<file path="src/rtl/i2c_reg_sequencer.sv">
// i2c_reg_sequencer
// Avalon-MM master that drives the CSR slave of an Avalon I2C host core to
// perform single-byte register writes/reads on a 7-bit-addressed I2C device.
// Brings the core up after reset, detects NACK / arbitration loss, bounds
// the busy poll with a timeout, and flushes/re-enables the core on any error.
//
// Ports
//   clk, reset_n        system clock, asynchronous active-low reset
//   req_*               user request (accepted on req_valid & req_ready)
//   rsp_*               one-cycle completion pulse with read data and error
//   avm_*               Avalon-MM master to the I2C core CSR port
module i2c_reg_sequencer #(
    parameter int unsigned SCL_LOW_CNT  = 250,
    parameter int unsigned SCL_HIGH_CNT = 250,
    parameter int unsigned SDA_HOLD_CNT = 30,
    parameter int unsigned TIMEOUT_CYC  = 1000000
) (
    input  logic        clk,
    input  logic        reset_n,
    input  logic        req_valid,
    output logic        req_ready,
    input  logic        req_rw,
    input  logic [6:0]  req_dev,
    input  logic [7:0]  req_reg,
    input  logic [7:0]  req_wdata,
    output logic        rsp_valid,
    output logic [7:0]  rsp_rdata,
    output logic [1:0]  rsp_err,
    output logic [3:0]  avm_address,
    output logic        avm_read,
    output logic        avm_write,
    output logic [31:0] avm_writedata,
    input  logic [31:0] avm_readdata,
    input  logic        avm_waitrequest
);
    localparam int unsigned CNT_W  = 20;
    localparam int unsigned ADDR_W = 4;
    localparam int unsigned DATA_W = 32;

    localparam logic [CNT_W-1:0] TIMEOUT_LAST = CNT_W'(TIMEOUT_CYC - 1);
    localparam logic [CNT_W-1:0] CNT_MAX      = '1;

    localparam logic [ADDR_W-1:0] A_TFR_CMD  = 4'd0;
    localparam logic [ADDR_W-1:0] A_RX_DATA  = 4'd1;
    localparam logic [ADDR_W-1:0] A_CTRL     = 4'd2;
    localparam logic [ADDR_W-1:0] A_ISR      = 4'd4;
    localparam logic [ADDR_W-1:0] A_STATUS   = 4'd5;
    localparam logic [ADDR_W-1:0] A_SCL_LOW  = 4'd8;
    localparam logic [ADDR_W-1:0] A_SCL_HIGH = 4'd9;
    localparam logic [ADDR_W-1:0] A_SDA_HOLD = 4'd10;

    localparam logic [1:0] ERR_OK      = 2'b00;
    localparam logic [1:0] ERR_NACK    = 2'b01;
    localparam logic [1:0] ERR_ARBLOST = 2'b10;
    localparam logic [1:0] ERR_TIMEOUT = 2'b11;

    typedef enum logic [3:0] {
        S_INIT_SCLL, S_INIT_SCLH, S_INIT_HOLD, S_INIT_EN,
        S_IDLE, S_CMD0, S_CMD1, S_CMD2, S_CMD3,
        S_POLL, S_ISR_RD, S_RX_RD, S_ISR_CLR, S_DIS, S_EN, S_RSP
    } state_t;

    typedef struct packed {
        logic       rw;
        logic [6:0] dev;
        logic [7:0] reg_addr;
        logic [7:0] wdata;
    } req_t;

    state_t            state, state_n;
    req_t              req_q, req_n;
    logic [1:0]        err_q, err_n;
    logic [7:0]        rdata_q, rdata_n;
    logic [CNT_W-1:0]  poll_cnt, poll_cnt_n;

    logic              req_ready_n, rsp_valid_n;
    logic [7:0]        rsp_rdata_n;
    logic [1:0]        rsp_err_n;
    logic [ADDR_W-1:0] avm_address_n;
    logic              avm_read_n, avm_write_n;
    logic [DATA_W-1:0] avm_writedata_n;

    logic              access_done_c;
    logic              unused_rdata;

    // An access completes in the cycle its strobe is seen without waitrequest.
    assign access_done_c = (avm_read | avm_write) & ~avm_waitrequest;
    assign unused_rdata  = ^avm_readdata[31:8];

    // Next-state, latched request/result and next registered outputs.
    always_comb begin
        state_n         = state;
        req_n           = req_q;
        err_n           = err_q;
        rdata_n         = rdata_q;
        poll_cnt_n      = '0;
        req_ready_n     = 1'b0;
        rsp_valid_n     = 1'b0;
        rsp_rdata_n     = '0;
        rsp_err_n       = '0;
        avm_address_n   = '0;
        avm_read_n      = 1'b0;
        avm_write_n     = 1'b0;
        avm_writedata_n = '0;

        case (state)
            S_INIT_SCLL: if (access_done_c) state_n = S_INIT_SCLH;
            S_INIT_SCLH: if (access_done_c) state_n = S_INIT_HOLD;
            S_INIT_HOLD: if (access_done_c) state_n = S_INIT_EN;
            S_INIT_EN:   if (access_done_c) state_n = S_IDLE;
            S_IDLE: begin
                if (req_valid && req_ready) begin
                    req_n.rw       = req_rw;
                    req_n.dev      = req_dev;
                    req_n.reg_addr = req_reg;
                    req_n.wdata    = req_wdata;
                    err_n          = ERR_OK;
                    rdata_n        = '0;
                    state_n        = S_CMD0;
                end
            end
            S_CMD0: if (access_done_c) state_n = S_CMD1;
            S_CMD1: if (access_done_c) state_n = S_CMD2;
            S_CMD2: if (access_done_c) state_n = req_q.rw ? S_CMD3 : S_POLL;
            S_CMD3: if (access_done_c) state_n = S_POLL;
            S_POLL: begin
                poll_cnt_n = (poll_cnt == CNT_MAX) ? poll_cnt : poll_cnt + CNT_W'(1);
                // Timeout is only taken on a completed read so a stalled
                // access is never abandoned mid-handshake.
                if (access_done_c) begin
                    if (!avm_readdata[0]) begin
                        state_n = S_ISR_RD;
                    end else if (poll_cnt >= TIMEOUT_LAST) begin
                        err_n   = ERR_TIMEOUT;
                        state_n = S_ISR_CLR;
                    end
                end
            end
            S_ISR_RD: begin
                if (access_done_c) begin
                    if (avm_readdata[3]) begin
                        err_n   = ERR_ARBLOST;
                        state_n = S_ISR_CLR;
                    end else if (avm_readdata[2]) begin
                        err_n   = ERR_NACK;
                        state_n = S_ISR_CLR;
                    end else begin
                        state_n = req_q.rw ? S_RX_RD : S_RSP;
                    end
                end
            end
            S_RX_RD: begin
                if (access_done_c) begin
                    rdata_n = avm_readdata[7:0];
                    state_n = S_RSP;
                end
            end
            S_ISR_CLR: if (access_done_c) state_n = S_DIS;
            S_DIS:     if (access_done_c) state_n = S_EN;
            S_EN:      if (access_done_c) state_n = S_RSP;
            S_RSP:     state_n = S_IDLE;
            default:   state_n = S_INIT_SCLL;
        endcase

        // Outputs are those of the state being entered (or held).
        case (state_n)
            S_INIT_SCLL: begin
                avm_write_n = 1'b1; avm_address_n = A_SCL_LOW;
                avm_writedata_n = DATA_W'(SCL_LOW_CNT);
            end
            S_INIT_SCLH: begin
                avm_write_n = 1'b1; avm_address_n = A_SCL_HIGH;
                avm_writedata_n = DATA_W'(SCL_HIGH_CNT);
            end
            S_INIT_HOLD: begin
                avm_write_n = 1'b1; avm_address_n = A_SDA_HOLD;
                avm_writedata_n = DATA_W'(SDA_HOLD_CNT);
            end
            S_INIT_EN, S_EN: begin
                avm_write_n = 1'b1; avm_address_n = A_CTRL;
                avm_writedata_n = DATA_W'(1);
            end
            S_IDLE: req_ready_n = 1'b1;
            S_CMD0: begin
                avm_write_n = 1'b1; avm_address_n = A_TFR_CMD;
                avm_writedata_n = DATA_W'({2'b10, req_n.dev, 1'b0});
            end
            S_CMD1: begin
                avm_write_n = 1'b1; avm_address_n = A_TFR_CMD;
                avm_writedata_n = DATA_W'(req_n.reg_addr);
            end
            S_CMD2: begin
                avm_write_n = 1'b1; avm_address_n = A_TFR_CMD;
                // Read: repeated start with R/W=1; write: data byte plus stop.
                avm_writedata_n = req_n.rw ? DATA_W'({2'b10, req_n.dev, 1'b1})
                                           : DATA_W'({2'b01, req_n.wdata});
            end
            S_CMD3: begin
                avm_write_n = 1'b1; avm_address_n = A_TFR_CMD;
                avm_writedata_n = DATA_W'({2'b01, 8'h00});
            end
            S_POLL: begin
                avm_read_n = 1'b1; avm_address_n = A_STATUS;
            end
            S_ISR_RD: begin
                avm_read_n = 1'b1; avm_address_n = A_ISR;
            end
            S_RX_RD: begin
                avm_read_n = 1'b1; avm_address_n = A_RX_DATA;
            end
            S_ISR_CLR: begin
                avm_write_n = 1'b1; avm_address_n = A_ISR;
                avm_writedata_n = DATA_W'(8'h0C);
            end
            S_DIS: begin
                avm_write_n = 1'b1; avm_address_n = A_CTRL;
                avm_writedata_n = '0;
            end
            S_RSP: begin
                rsp_valid_n = 1'b1;
                rsp_rdata_n = rdata_n;
                rsp_err_n   = err_n;
            end
            default: ;
        endcase
    end

    // State, latched request/result and registered outputs.
    always_ff @(posedge clk or negedge reset_n) begin
        if (!reset_n) begin
            state         <= S_INIT_SCLL;
            req_q         <= '0;
            err_q         <= '0;
            rdata_q       <= '0;
            poll_cnt      <= '0;
            req_ready     <= 1'b0;
            rsp_valid     <= 1'b0;
            rsp_rdata     <= '0;
            rsp_err       <= '0;
            avm_address   <= '0;
            avm_read      <= 1'b0;
            avm_write     <= 1'b0;
            avm_writedata <= '0;
        end else begin
            state         <= state_n;
            req_q         <= req_n;
            err_q         <= err_n;
            rdata_q       <= rdata_n;
            poll_cnt      <= poll_cnt_n;
            req_ready     <= req_ready_n;
            rsp_valid     <= rsp_valid_n;
            rsp_rdata     <= rsp_rdata_n;
            rsp_err       <= rsp_err_n;
            avm_address   <= avm_address_n;
            avm_read      <= avm_read_n;
            avm_write     <= avm_write_n;
            avm_writedata <= avm_writedata_n;
        end
    end

endmodule

</file>
<file path="config.mk">
export PLATFORM = sky130hd
export DESIGN_NAME = i2c_reg_sequencer
export DESIGN_NICKNAME = d
export VERILOG_FILES = /design/src/rtl/i2c_reg_sequencer.sv
export SDC_FILE = /design/constraint.sdc
export NUM_CORES = 1
export LEC_CHECK = 0
export ABC_AREA = 1
export CORE_AREA = 3 3 97 99
export CTS_CLUSTER_DIAMETER = 80
export CTS_CLUSTER_SIZE = 40
export DETAILED_ROUTE_END_ITERATION = 12
export DIE_AREA = 0 0 100 102
export GPL_ROUTABILITY_DRIVEN = 0
export PLACE_DENSITY = 0.93
export SYNTH_ARGS = -nofsm -noshare
export SYNTH_HDL_FRONTEND = slang
export SYNTH_SLANG_ARGS = --single-unit
</file>
<file path="constraint.sdc">
create_clock -name clk -period 3.1 [get_ports clk]
set_clock_uncertainty 0.05 [all_clocks]
set_input_delay 0.465 -clock clk [delete_from_list [all_inputs] [get_ports clk]]
set_output_delay 0.465 -clock clk [all_outputs]
set_load 0.03 [all_outputs]
</file>
**Yosys cells after proc, flatten, opt, wreduce, memory -nomap -nowiden**

Index checks and enable logic that the tools add are counted.

- Bitwise logic cells: 3
- Reductions and logical operators: 10
- $lt $le $gt $ge: 1
- Equal/unequal tests: 32
- Multiplexer cells: 45
- Add/sub/neg operators: 1

Operators by type and width:

| cell | count |
|---|---|
| case mux 10 bit (8 select lines) | 1 |
| == test 4 bit (second input constant) | 16 |
| two-way mux 4 bit | 16 |
| case mux 4 bit (15 select lines) | 1 |
| two-way mux 24 bit | 2 |
| two-way mux 20 bit | 2 |
| == test 4 x 3 -> 1 bit (second input constant) | 8 |
| case mux 4 bit (7 select lines) | 1 |
| two-way mux 8 bit | 3 |
| adder 20 x 1 -> 20 bit (second input constant) | 1 |
| == test 20 bit (second input constant) | 1 |
| greater-or-equal comparator 20 bit (second input constant) | 1 |
| == test 4 x 2 -> 1 bit (second input constant) | 4 |
| two-way mux 2 bit | 8 |
| case mux 8 bit (2 select lines) | 1 |
| OR reduction 11 bit | 1 |
| two-way mux 10 bit | 1 |
| two-way mux 3 bit | 3 |
| == test 4 x 1 -> 1 bit (second input constant) | 2 |
| zero test 4 bit | 2 |
| OR reduction 2 bit | 4 |
| case mux 2 bit (3 select lines) | 1 |
| OR reduction 3 bit | 2 |
| two-way mux 1 bit | 5 |
| other kinds (5) | 5 |

- Bits of input ports: 60
- Register bits: 108

**Depth between registers and ports, before layout**

- Depth in word-level cells: 8
- Mapped depth: 17
- Depth with buffers taken out: 16

**Worst setup path after synthesis**

Ideal clock, no wire load.

- Kind: reg2reg
- Start point: register avm_read
- End point: register avm_write
- Data required time: 2.925 ns
- Library setup time: 0.125 ns
- Path buffers: 1
- Path slack: 1.123 ns
- Arrival time: 1.802 ns
- Cell stages (with the launch flop): 12
- Cells stage by stage: dfrtp_1 inv_1 nand2_1 nand2_2 inv_2 a221oi_2 nand2_2 buf_6 nand3_2 nand2_1 nor2_1 nand3_1

- Cells in the longest elaborated chain, start to end: 7

Ends and longest elaborated chain:

| what | RTL line | source |
|---|---|---|
| from (decl) | 30 | `output logic avm_read,` |
| from (signal assigned) | 255 | `avm_read <= avm_read_n;` |
| bitwise OR 1 bit (*) | 87 | `assign access_done_c = (avm_read \| avm_write) & ~avm_waitrequest;` |
| AND 1 bit (*) | 87 |  |
| two-way mux 4 bit (tied with other cells) | 153, 160 |  |
| case mux 4 bit (15 select lines) (*) | 106 | `case (state)` |
| == test 4 bit (tied with other cells) | 166 | `case (state_n)` |
| OR reduction 11 bit (no line) (*) | - |  |
| two-way mux 1 bit (*) | 166 |  |
| net avm_write_n | 80 | `logic avm_read_n, avm_write_n;` |
| to (signal assigned) | 256 | `avm_write <= avm_write_n;` |
| to (decl) | 31 | `output logic avm_write,` |

Mark *: on every way through the listed nets, which the timed path passes. The rest lies on a longest branch.
A chain may end at the register's enable or synchronous reset.

**Worst setup path in the final report**

- Start point: input avm_waitrequest
- End point: register avm_writedata[5]

- Cells in the longest elaborated chain, start to end: 7

Ends and longest elaborated chain:

| what | RTL line | source |
|---|---|---|
| from (decl) | 34 | `input logic avm_waitrequest` |
| NOT 1 bit (*) | 87 |  |
| AND 1 bit (*) | 87 |  |
| two-way mux 4 bit (tied with other cells) | 153, 160 |  |
| case mux 4 bit (15 select lines) (*) | 106 |  |
| == test 4 x 2 -> 1 bit (tied with other cells) | 166 |  |
| OR reduction 2 bit | - |  |
| case mux 10 bit (8 select lines) (*) | 166 |  |
| net avm_writedata_n[5] | 81 | `logic [DATA_W-1:0] avm_writedata_n;` |
| to (signal assigned) | 257 | `avm_writedata <= avm_writedata_n;` |
| to (decl) | 32 | `output logic [31:0] avm_writedata,` |

Marks and branches as above.

==> metrics.md <==
| Metric | Value |
|---|---|
| Run status | `finished, final reports clean` |
| Vias per cell | `5.28` |
| Area of the multi-input gates | `0.00195 sq mm` |
| Post-CTS sizing | `0` |
| Detailed-route DRC error count | `0` |
| Library cells used by synthesis | `41` |
| CTS root buf | `clkbuf_8` |
| CTS sink cnt | `86` |
| I/O pin total | `110` |
| Slew Limit Headroom | `29.9%` |
| Post-route clock period utilization | `82.8%` |
| Crit. End Element | `flop` |
| Place WS | `210 ps` |
| Diode count | `0` |
| Setup slack after layout | `between 500 and 600 ps` |
| DR iter-0 viols | `about 250` |
| I/O Buffers | `63` |
| Setup CP Type | `primary input to flop` |
| Initial antenna violation count | `0` |
| Worst EP required | `3270 ps` |
| Total GRT Usage | `20.9%` |
| Placed Cells | `750` |
| Multiplexer share of the synthesized area | `0.215%` |
| FP Rows | `34` |
| Gr ovfl total | `0` |
| Chip Width | `approximately 100 microns` |
| CP max stage cell | `a221oi_2` |
| Netlist Area Pre-Place | `0.00465 sq mm` |
| Fillers | `688` |
| H-tree level count | `3` |
| Synth Instances | `592` |
| FMAX | `0.390 GHz` |
| Die Height | `102 microns` |
| TritonCTS clock tree | `done` |
| Commonest cells after routing, fill and taps aside | `nand2_1, dfrtp_1, inv_1` |
| CP max FO | `23` |
| Final non-filler cell total | `766` |
| Yosys reg bits | `86` |
| Minimum clock period | `2570 ps` |
| CTS Hold Bufs | `0` |
| Final-report max-slew violation count | `0` |
| Routed Antenna Nets | `0` |
| Post-CTS setup buffers | `0` |
| Setup TNS | `0 ps` |
| Final setup fails | `0` |
| Tightest Pin Transition | `1050 ps` |
| WP data arrival | `2730 ps` |
| First drt pass iteration count | `6` |
| Maximum vdd drop | `about 0.52 mV` |
| Largest family of logic cells by synthesized area | `simple AND/OR/NAND/NOR gates` |
| Area of the core | `between 0.008 and 0.009 sq mm` |
| FF/Latch Area | `0.00215 sq mm` |
| First-pass GRT wire length | `17300 microns` |
| MaxCap Viol Count | `0` |
| Vias in the first global route | `~3900` |
| Leakage power | `roughly 2.8 nW` |
| Max Root-Sink Buffers | `2` |
| Synth Area in Simple Gates | `a little under a third` |
| Final Hold Violating Endpoints | `0` |
| CP peak stage delay | `480 ps` |
| Share of cells above drive strength 1 | `10.0%` |
| Largest net degree at the start of global routing | `87` |
| DR vias | `~4000` |
| Initial Utilization | `around 54%` |
| Worst skew pair latency | `~350 ps` |
| Compound-Gate Fraction of Synth Area | `9.24%` |
| RSZ-0062 raised after global routing | `false` |
| Xor/xnor cell area share of the yosys netlist | `0.189%` |
| Syn avg cell area | `7.85 sq um` |
| Pwr/cell area | `~800 mW/mm^2` |
| Wire per inst | `around 14 microns` |
| Post-Synth Adder-Cell Area | `0.269%` |
| Startpoint Class | `primary input` |
| Syn. warnings | `0` |
| Die area | `0.0102 sq mm` |
| TritonCTS Buffers | `9` |
| Clk pin slew, worst setup/hold paths | `~90 ps` |
| Total Wirelength | `10500 microns` |
| Tightest Hold Check Type | `primary input to asynchronous set/reset pin` |
| CP cell instances | `clkdlybuf4s50_1, inv_1, nand2_2, inv_2, a221oi_2, nand2_2, nand2_1, nor2_4, nand2_1, nand4_1` |
| Post-synthesis sequential area ratio | `46.3%` |
| HPWL after detailed placement | `7760 microns` |
| Final layout net count | `714` |
| Commonest non-fill, non-tap cell in the layout | `nand2_1` |
| Synthesis-to-finish area growth | `18.2%` |
[cells in the mapped netlist, drive strengths merged]
library cell    n  area (sq um)
mux2i           1          10.0
or2             1          6.26
o211a           2          20.0
clkbuf          2          7.51
a21oi          13          76.3
nor2           57           261
a31oi           2          12.5
a211oi          5          37.5
and2            7          43.8
o221a           3          33.8
nand4          28           181
o21ai          29           149
nor4            1          6.26
dfrtp          86          2150
o22ai           5          31.3
nand3          34           193
nor3            8          40.0
o21a            2          15.0
o211ai          4          30.0
inv            94           355
ha              1          12.5
nand2         168           676
a221oi          2          23.8
xor2            1          8.76
buf            35           259
conb            1          3.75
[critical path, delay by kind of cell]
kind                   cells  cell delay, ps
AOI/OAI and AO/OA          1             480
buffers and inverters      3             720
and+or+nand+nor            6            1060
[report_power, final]
part	internal (mW)	total, mW	switching, mW
combinational	0.610	1.92	1.31
sequential	1.41	1.53	0.129
clock	0.556	0.949	0.393
total	2.57	4.40	1.83
[cell type report]
cell class	count	share of cell area (%)
Timing Repair Buffer	66	11.9
Multi-Input combinational cell	396	35.5
Sequential cell	86	39.2
Clock inverter	6	1.98
Tap cell	108	2.46
Inverter	94	6.47
Clock buffer	10	2.51
[final timing paths]
check | slack, ps | startpoint | cells past startpoint | end
max in group asynchronous | 2070 | reset_n | 1 | poll_cnt[15]
hold reg to reg | 430 | poll_cnt[19] | 1 | poll_cnt[19]
setup reg to reg | 540 | state[1] | 11 | rsp_err[1]
min in group clk | 430 | poll_cnt[19] | 1 | poll_cnt[19]
hold / removal | 210 | reset_n | 1 | poll_cnt[10]
setup / recovery | 530 | avm_waitrequest | 10 | avm_writedata[5]
[layer usage]
metal  part of all wire (%)  routed length [microns]  global-route usage (%)
met2                     52                     5460                    37.3
met1                     40                     4170                    25.5
met3                    6.9                      724                    5.19
met4                   0.96                      100                    5.28
met5                      0                        0                       0
[flip-flops by register name, summed over array words and instances, names as in the netlist]
signal,count
req_q,24
poll_cnt,20
avm_writedata,10
rdata_q,8
rsp_rdata,8
avm_address,4
state,4
err_q,2
rsp_err,2
avm_read,1
avm_write,1
req_ready,1
rsp_valid,1
[per-stage QoR]
step	power, mW	hold WS (ps)	utilization [%]	cell area, sq um
after floorplan	2.94	119	-	4720
after global placement	3.35	405	60.7	5240
after detailed placement	3.44	417	60.7	5240
after CTS	4.41	287	63.6	5490
after global routing	4.67	301	63.6	5490
final	4.40	206	63.6	5490
[logic make-up (layout without fill, tap and decap cells)]
logic type | count (synthesis) | in the layout
fa+ha+maj | 1 | 1
mux | 1 | 1
other cells | 1 | 22
compound gates | 67 | 67
simple gates | 304 | 304
flops | 86 | 86
buf+inv | 131 | 176
xor+xnor | 1 | 1
Power figures use the tool's default switching activity.
